$ cat config.mk
export PLATFORM = sky130hd
export DESIGN_NAME = seq_div
export DESIGN_NICKNAME = d
export VERILOG_FILES = /design/src/rtl/seq_div_pkg.sv /design/src/rtl/div_step.sv /design/src/rtl/seq_div.sv
export SDC_FILE = /design/constraint.sdc
export NUM_CORES = 1
export LEC_CHECK = 0
export BUFFER_PORTS_ARGS = -buffer_cell sky130_fd_sc_hd__clkbuf_2
export CORE_MARGIN = 3
export CORE_UTILIZATION = 25
export DETAILED_ROUTE_END_ITERATION = 8
export GPL_ROUTABILITY_DRIVEN = 0
export MAX_ROUTING_LAYER = met4
export SLEW_MARGIN = 20
export SYNTH_ARGS = -nofsm -noshare
export SYNTH_HDL_FRONTEND = slang
export SYNTH_SLANG_ARGS = --single-unit
$ cat constraint.sdc
create_clock -name clk -period 2.16 [get_ports clk]
set_input_delay 0.108 -clock clk [delete_from_list [all_inputs] [get_ports clk]]
set_output_delay 0.108 -clock clk [all_outputs]
set_load 0.005 [all_outputs]
$ cat src/rtl/seq_div_pkg.sv
// Shared definitions for the sequential signed divider: state encodings,
// default operand widths and the iteration-counter width helper.
package seq_div_pkg;

   // Default widths: dividend/quotient and divisor/remainder.
   localparam int DEF_DW = 10;
   localparam int DEF_VW = 6;

   // Controller states. The encodings are fixed so that waveforms and
   // debug probes read the same across the arithmetic lab blocks.
   typedef enum logic [1:0] {
      IDLE = 2'd0,
      CALC = 2'd1,
      FIX  = 2'd2,
      DONE = 2'd3
   } state_t;

   // The step counter is loaded with DW and has to represent that value.
   function automatic int cnt_width(input int dw);
      return $clog2(dw + 1);
   endfunction

endpackage

$ cat src/rtl/div_step.sv
// One restoring-division iteration: shift the partial remainder left,
// bring in the next dividend bit, and trial-subtract the divisor magnitude.
// Purely combinational; the controller registers the result each CALC cycle.
module div_step #(
   parameter int VW = 6
) (
   input  logic [VW:0]   prem,      // partial remainder, always < absv
   input  logic          din,       // next dividend bit, MSB first
   input  logic [VW-1:0] absv,      // divisor magnitude, 1 .. 2^(VW-1)
   output logic [VW:0]   prem_nxt,  // partial remainder after this step
   output logic          qbit       // quotient bit produced by this step
);

   logic [VW+1:0] shifted;

   // Trial subtract; keep the difference when it does not go negative,
   // otherwise restore the shifted remainder unchanged.
   always_comb begin
      shifted  = {prem, din};
      qbit     = (shifted >= {2'b00, absv});
      prem_nxt = shifted[VW:0];
      if (qbit) begin
         prem_nxt = shifted[VW:0] - {1'b0, absv};
      end
   end

endmodule

$ cat src/rtl/seq_div.sv
// Multi-cycle signed restoring divider with a start/busy/done handshake.
// Quotient truncates toward zero; the remainder takes the sign of the
// dividend. Division is done on magnitudes and the signs are restored in
// a single fix-up cycle. Results are held until the next accepted start.
module seq_div
   import seq_div_pkg::*;
#(
   parameter int DW = DEF_DW,
   parameter int VW = DEF_VW
) (
   input  logic          clk,
   input  logic          rst_n,
   input  logic          start,
   input  logic [DW-1:0] dividend,
   input  logic [VW-1:0] divisor,
   output logic          busy,
   output logic          done,
   output logic [DW-1:0] quotient,
   output logic [VW-1:0] remainder,
   output logic          dbz,
   output logic          ovf
);

   localparam int CW = cnt_width(DW);

   // Magnitude of the most negative quotient; only reachable as a positive
   // result by -2^(DW-1) / -1, which cannot be represented.
   localparam logic [DW-1:0] QMAG_OVF = {1'b1, {(DW-1){1'b0}}};

   state_t        state;
   logic          sign_q;
   logic          sign_r;
   logic [DW-1:0] dreg;     // dividend magnitude, shifted out MSB first
   logic [DW-1:0] qmag;     // quotient magnitude, shifted in LSB first
   logic [VW-1:0] absv;     // divisor magnitude
   logic [VW:0]   prem;     // partial remainder
   logic [CW-1:0] cnt;      // restoring steps still to run

   logic [DW-1:0] abs_dvd;
   logic [VW-1:0] abs_dvs;
   logic [VW:0]   prem_nxt;
   logic          qbit;
   logic [DW-1:0] q_fix;
   logic [VW-1:0] r_fix;
   logic          ovf_fix;

   // Operand magnitudes; the most negative values map onto 2^(W-1), which
   // still fits the unsigned width.
   always_comb begin
      abs_dvd = dividend;
      abs_dvs = divisor;
      if (dividend[DW-1]) abs_dvd = -dividend;
      if (divisor[VW-1])  abs_dvs = -divisor;
   end

   div_step #(
      .VW (VW)
   ) u_step (
      .prem     (prem),
      .din      (dreg[DW-1]),
      .absv     (absv),
      .prem_nxt (prem_nxt),
      .qbit     (qbit)
   );

   // Sign restoration for the fix-up cycle. A negated 2^(DW-1) magnitude
   // wraps onto itself, which is the intended -2^(DW-1) result.
   always_comb begin
      q_fix   = qmag;
      r_fix   = prem[VW-1:0];
      if (sign_q) q_fix = -qmag;
      if (sign_r) r_fix = -prem[VW-1:0];
      ovf_fix = !sign_q && (qmag == QMAG_OVF);
   end

   // Controller and datapath registers; every output is registered here.
   always_ff @(posedge clk or negedge rst_n) begin
      if (!rst_n) begin
         state     <= IDLE;
         busy      <= 1'b0;
         done      <= 1'b0;
         quotient  <= '0;
         remainder <= '0;
         dbz       <= 1'b0;
         ovf       <= 1'b0;
         sign_q    <= 1'b0;
         sign_r    <= 1'b0;
         dreg      <= '0;
         qmag      <= '0;
         absv      <= '0;
         prem      <= '0;
         cnt       <= '0;
      end else begin
         done <= 1'b0;
         case (state)
            IDLE, DONE: begin
               state <= IDLE;
               if (start) begin
                  if (divisor == '0) begin
                     // Divide by zero: no iterations, report immediately.
                     state     <= DONE;
                     done      <= 1'b1;
                     quotient  <= '0;
                     remainder <= '0;
                     dbz       <= 1'b1;
                     ovf       <= 1'b0;
                  end else begin
                     state  <= CALC;
                     busy   <= 1'b1;
                     sign_q <= dividend[DW-1] ^ divisor[VW-1];
                     sign_r <= dividend[DW-1];
                     dreg   <= abs_dvd;
                     absv   <= abs_dvs;
                     prem   <= '0;
                     qmag   <= '0;
                     cnt    <= CW'(DW);
                  end
               end
            end
            CALC: begin
               prem <= prem_nxt;
               qmag <= {qmag[DW-2:0], qbit};
               dreg <= {dreg[DW-2:0], 1'b0};
               cnt  <= cnt - CW'(1);
               if (cnt == CW'(1)) state <= FIX;
            end
            FIX: begin
               state     <= DONE;
               busy      <= 1'b0;
               done      <= 1'b1;
               quotient  <= q_fix;
               remainder <= r_fix;
               dbz       <= 1'b0;
               ovf       <= ovf_fix;
            end
            default: state <= IDLE;
         endcase
      end
   end

endmodule

==> run_summary.xml <==
<?xml version="1.0" encoding="UTF-8"?>
<metrics>
  <group name="run_status">
    <metric name="outcome" unit="">completed</metric>
  </group>
  <group name="clock_network">
    <metric name="tritoncts" unit="">yes</metric>
    <metric name="clock_sinks" unit="">61</metric>
    <metric name="h-tree-depth" unit="">3</metric>
    <metric name="worstSkewPairLatency" unit="ps">320</metric>
    <metric name="ctsLongestPathBuffers" unit="">2</metric>
    <metric name="path_clk_slew" unit="ps">50</metric>
    <metric name="cts-buffers-inserted" unit="">9</metric>
    <metric name="cts_root_buf" unit="">sky130_fd_sc_hd__clkbuf_16</metric>
  </group>
  <group name="power">
    <metric name="total_net_switching_power" unit="mW">2.61</metric>
    <metric name="vdd_ir_drop_max" unit="mV">0.559</metric>
    <metric name="cellPowerDensity" unit="nW/um^2">1500</metric>
    <metric name="combPwrFrac" unit="%">51.1</metric>
    <metric name="leakagePower" unit="nW">2.03</metric>
    <metric name="cell_internal_power" unit="mW">3.96</metric>
    <metric name="clock_power_share" unit="%">20.5</metric>
    <metric name="seq_power_share" unit="%">28.5</metric>
    <metric name="p_sw_share" unit="%">39.7</metric>
  </group>
  <group name="synthesis">
    <metric name="synth_top_cell_by_area" unit="">sky130_fd_sc_hd__dfrtp_1</metric>
    <metric name="syn_avg_cell_area" unit="sq um">9.67</metric>
    <metric name="share_of_cell_area_taken_by_muxes_after_synthesis" unit="%">4.70</metric>
    <metric name="synth_enable_flop_cells" unit="">0</metric>
    <metric name="ys_top_cells_by_area" unit="">sky130_fd_sc_hd__dfrtp_1 43%, sky130_fd_sc_hd__nand2_1 5.8%, sky130_fd_sc_hd__ha_1 5.0%</metric>
    <metric name="syn_nets" unit="">397</metric>
    <metric name="synth-xor-area-share" unit="%">6.24</metric>
    <metric name="synth_top_cell_area_share" unit="%">43.5</metric>
    <metric name="synth.yosys.seq_area_share" unit="%">43.5</metric>
    <metric name="synth_cell_types" unit="">57</metric>
    <metric name="post_synth_instance_area" unit="sq um">3510</metric>
    <metric name="synthSimpleGateAreaFrac" unit="%">15.8</metric>
    <metric name="syn-instance-count" unit="">363</metric>
    <metric name="synth-compound-area-share" unit="%">19.5</metric>
    <metric name="synth_seq_cells" unit="">61</metric>
    <metric name="synth-async-reset-ratio" unit="%">100</metric>
    <metric name="dominant_combinational_cell_family_by_area_after_synthesis" unit="">compound AO/OA/AOI/OAI gates</metric>
    <metric name="synth_fa_ha_area_share" unit="%">5.56</metric>
    <metric name="yosys_warning_total" unit="">0</metric>
    <metric name="synthFlopType" unit="">sky130_fd_sc_hd__dfrtp_1</metric>
  </group>
  <group name="drt">
    <metric name="routed_via_count" unit="">2791</metric>
    <metric name="detail-route-antenna-nets" unit="">0</metric>
    <metric name="dr.pass1.iters" unit="">4</metric>
    <metric name="drt-vias-per-instance" unit="">4.64</metric>
    <metric name="drt_iter0_drc" unit="">159</metric>
    <metric name="drt_drc_violations_left" unit="">0</metric>
    <metric name="routed_wl" unit="um">7790</metric>
    <metric name="drt-wirelength-per-cell" unit="um">12.9</metric>
  </group>
  <group name="place">
    <metric name="placed_cells" unit="">580</metric>
    <metric name="dpl_cell_area" unit="sq um">4000</metric>
    <metric name="hpwlAfterDp" unit="um">5780</metric>
    <metric name="buffer_ports.inserted" unit="">38</metric>
  </group>
  <group name="sta">
    <metric name="worst_slew_pin_slew" unit="ps">783</metric>
    <metric name="final_hold_viol_count" unit="">0</metric>
    <metric name="finalSetupViolCount" unit="">0</metric>
    <metric name="timing_max_transition_violations_final" unit="">0</metric>
    <metric name="finalCritPeriodShare" unit="%">99.0</metric>
    <metric name="post-route-min-period" unit="ps">2140</metric>
    <metric name="unrepaired_setup_endpoints_after_global_routing" unit="">true</metric>
    <metric name="timing.clock.skew" unit="ps">6.03</metric>
    <metric name="max_fclk" unit="GHz">0.467</metric>
    <metric name="max-slew-margin-rel" unit="%">47.8</metric>
  </group>
  <group name="cells_and_area">
    <metric name="area.growth.synth_to_final" unit="%">24.5</metric>
    <metric name="share_of_cells_above_drive_strength_1" unit="%">25.6</metric>
    <metric name="antennaDiodeCount" unit="">0</metric>
    <metric name="fillCellCount" unit="">1370</metric>
    <metric name="final_area" unit="sq um">4370</metric>
    <metric name="final_cells" unit="">602</metric>
    <metric name="final_net_count" unit="">455</metric>
  </group>
  <group name="grt">
    <metric name="grt_start_max_net_pins" unit="">62</metric>
    <metric name="first_global_vias" unit="">2748</metric>
    <metric name="antenna_found_initial" unit="">0</metric>
    <metric name="global_route_wire_length_before_repair" unit="um">13300</metric>
    <metric name="grt_overflow_total" unit="">0</metric>
    <metric name="groute.usage.overall" unit="%">10.8</metric>
  </group>
  <group name="flow_run">
    <metric name="drv.max_cap_violation_count" unit="">0</metric>
  </group>
  <group name="worst_setup_path">
    <metric name="critPathCaptureType" unit="">flop</metric>
    <metric name="ws_path_type" unit="">reg2reg</metric>
    <metric name="crit_path_max_fo" unit="">5</metric>
    <metric name="endpoint_required_time_on_the_critical_path" unit="ps">2350</metric>
    <metric name="crit_arrival" unit="ps">2330</metric>
    <metric name="timing.critical_path.from_type" unit="">flop</metric>
  </group>
  <group name="floorplan">
    <metric name="core_region_area" unit="sq um">13500</metric>
    <metric name="floorplan.die_area" unit="sq um">15500</metric>
    <metric name="row_count" unit="">42</metric>
    <metric name="die_height" unit="um">125</metric>
    <metric name="boundaryPins" unit="">39</metric>
    <metric name="die_width" unit="um">125</metric>
    <metric name="initial_utilization" unit="%">26.0</metric>
  </group>
  <group name="min_path">
    <metric name="kind_of_path_behind_the_tightest_hold_check" unit="">in2reg</metric>
  </group>
</metrics>
==> routing by layer <==
metal	wire length [um]	GRT usage (%)	vias to the layer above
li1	-	-	1406
met1	3890	14.5	1310
met2	3340	15.1	67
met3	477	3.69	8
met4	80	3.74	0
met5	0	-	-
==> synth_stat cells (2+ instances only) <==
| master | count |
|---|---|
| sky130_fd_sc_hd__or3_1 | 2 |
| sky130_fd_sc_hd__nor3_1 | 6 |
| sky130_fd_sc_hd__o21ai_1 | 9 |
| sky130_fd_sc_hd__or2_2 | 2 |
| sky130_fd_sc_hd__a22o_1 | 12 |
| sky130_fd_sc_hd__o21ai_0 | 30 |
| sky130_fd_sc_hd__buf_2 | 7 |
| sky130_fd_sc_hd__o41ai_2 | 2 |
| sky130_fd_sc_hd__or4_1 | 2 |
| sky130_fd_sc_hd__a21o_1 | 2 |
| sky130_fd_sc_hd__inv_1 | 22 |
| sky130_fd_sc_hd__or3b_1 | 3 |
| sky130_fd_sc_hd__nor2b_1 | 7 |
| sky130_fd_sc_hd__xnor2_1 | 10 |
| sky130_fd_sc_hd__nand2b_1 | 2 |
| sky130_fd_sc_hd__o31ai_1 | 12 |
| sky130_fd_sc_hd__and3_1 | 2 |
| sky130_fd_sc_hd__dfrtp_1 | 61 |
| sky130_fd_sc_hd__a21oi_2 | 2 |
| sky130_fd_sc_hd__buf_6 | 2 |
| sky130_fd_sc_hd__nor2_1 | 17 |
| sky130_fd_sc_hd__a31oi_1 | 2 |
| sky130_fd_sc_hd__a21oi_1 | 9 |
| sky130_fd_sc_hd__nand2_1 | 54 |
| sky130_fd_sc_hd__mux2i_1 | 12 |
| sky130_fd_sc_hd__ha_1 | 14 |
| sky130_fd_sc_hd__clkbuf_1 | 6 |
| sky130_fd_sc_hd__xor2_1 | 15 |
| sky130_fd_sc_hd__nand3_1 | 2 |
| sky130_fd_sc_hd__o31ai_2 | 3 |
| sky130_fd_sc_hd__a221o_1 | 3 |
| sky130_fd_sc_hd__mux2_2 | 4 |
==> path summary, 6_finish.rpt <==
kind / slack, ps / cells after the start / endpoint / startpoint
max: 20 / 10 / prem[2] / dreg[9]
min: 80 / 2 / dreg[0] / dividend[0]
max reg2reg: 20 / 10 / prem[2] / dreg[9]
min reg2reg: 480 / 2 / remainder[2] / remainder[2]
max in group asynchronous: 1150 / 3 / prem[0] / rst_n
min in group asynchronous: 480 / 3 / qmag[8] / rst_n
==> cell families after synthesis <==
family	Yosys count
AOI/OAI and AO/OA	97
DFF	61
adders and majority gates	15
muxes	16
and+or+nand+nor	111
xor gates and xnor gates	25
buffers and inverters	38
==> registers in the layout (all words and copies together) (netlist names), 2 cells and up <==
register,count
absv,6
cnt,4
dreg,10
prem,7
qmag,10
quotient,10
remainder,6
state,2
==> cell usage in the layout, fill, tap and decap left out, types with 7 or more instances in the layout <==
cell type / instances
sky130_fd_sc_hd__nor2b_1: 7
sky130_fd_sc_hd__o31ai_1: 12
sky130_fd_sc_hd__o21ai_1: 12
sky130_fd_sc_hd__inv_1: 20
sky130_fd_sc_hd__o21ai_0: 27
sky130_fd_sc_hd__clkbuf_16: 9
sky130_fd_sc_hd__nor2_1: 15
sky130_fd_sc_hd__a21oi_1: 9
sky130_fd_sc_hd__a22o_1: 12
sky130_fd_sc_hd__buf_4: 21
sky130_fd_sc_hd__xor2_1: 15
sky130_fd_sc_hd__mux2i_1: 12
sky130_fd_sc_hd__dfrtp_1: 61
sky130_fd_sc_hd__clkbuf_2: 38
sky130_fd_sc_hd__xnor2_1: 10
sky130_fd_sc_hd__nand2_1: 54
sky130_fd_sc_hd__ha_1: 12
==> power by group through the flow <==
stage,logic (mW),clock network [mW],registers (mW)
final,3.35,1.35,1.87
after global routing,3.78,1.44,1.94
after CTS,3.30,1.38,1.87
after detailed placement,3.11,0,1.88
after global placement,3.02,0,1.86
after floorplan,2.20,0,1.82
==> metrics by stage <==
step / total power [mW] / TNS, ps / hold slack, ps / setup WS (ps) / util, %
5_1_grt: 7.15 / -464 / 79.8 / -119 / 32.4
4_1_cts: 6.56 / 0 / 68.2 / 3.06 / 32.1
3_5_place_dp: 4.99 / -415 / 327 / -122 / 29.6
6_report: 6.57 / 0 / 78.4 / 20.6 / 32.4
3_3_place_gp: 4.88 / -25.7 / 316 / -14.8 / 29.6
2_1_floorplan: 4.02 / 0 / -188 / 68.7 / -
==> layout make-up <==
| type | count | area [sq um] | share of cell area [%] |
|---|---|---|---|
| clock buffers | 13 | 270 | 6.18 |
| clock inverters | 3 | 18.8 | 0.429 |
| inverters | 22 | 82.6 | 1.89 |
| multi-input cells | 264 | 1850 | 42.4 |
| flip-flops and latches | 61 | 1530 | 34.9 |
| well taps | 176 | 220 | 5.04 |
| repair buffers | 63 | 400 | 9.16 |
==> worst max-delay path, cell delays in order, from the launching register on <==
cell                       delay [ps]
sky130_fd_sc_hd__dfrtp_1          390
sky130_fd_sc_hd__inv_2             80
sky130_fd_sc_hd__ha_4             130
sky130_fd_sc_hd__inv_2             30
sky130_fd_sc_hd__fa_2             330
sky130_fd_sc_hd__a21o_1           190
sky130_fd_sc_hd__a221oi_2         290
sky130_fd_sc_hd__nand3_2          190
sky130_fd_sc_hd__buf_6            170
sky130_fd_sc_hd__mux2i_1          140
sky130_fd_sc_hd__o21ai_1           70
==> repair_timing <==
| action | 4_1_cts | 5_1_grt |
|---|---|---|
| cloned | 0 | 0 |
| setup endpoints to repair | 7 | 15 |
| hold buffers | 1 | 0 |
| endpoints found under the hold margin | 61 | 0 |
| pin swaps | 3 | 4 |
| setup buffers | 3 | 2 |
| resized for setup | 10 | 4 |
Note: power is estimated with default switching activity, not from simulation.
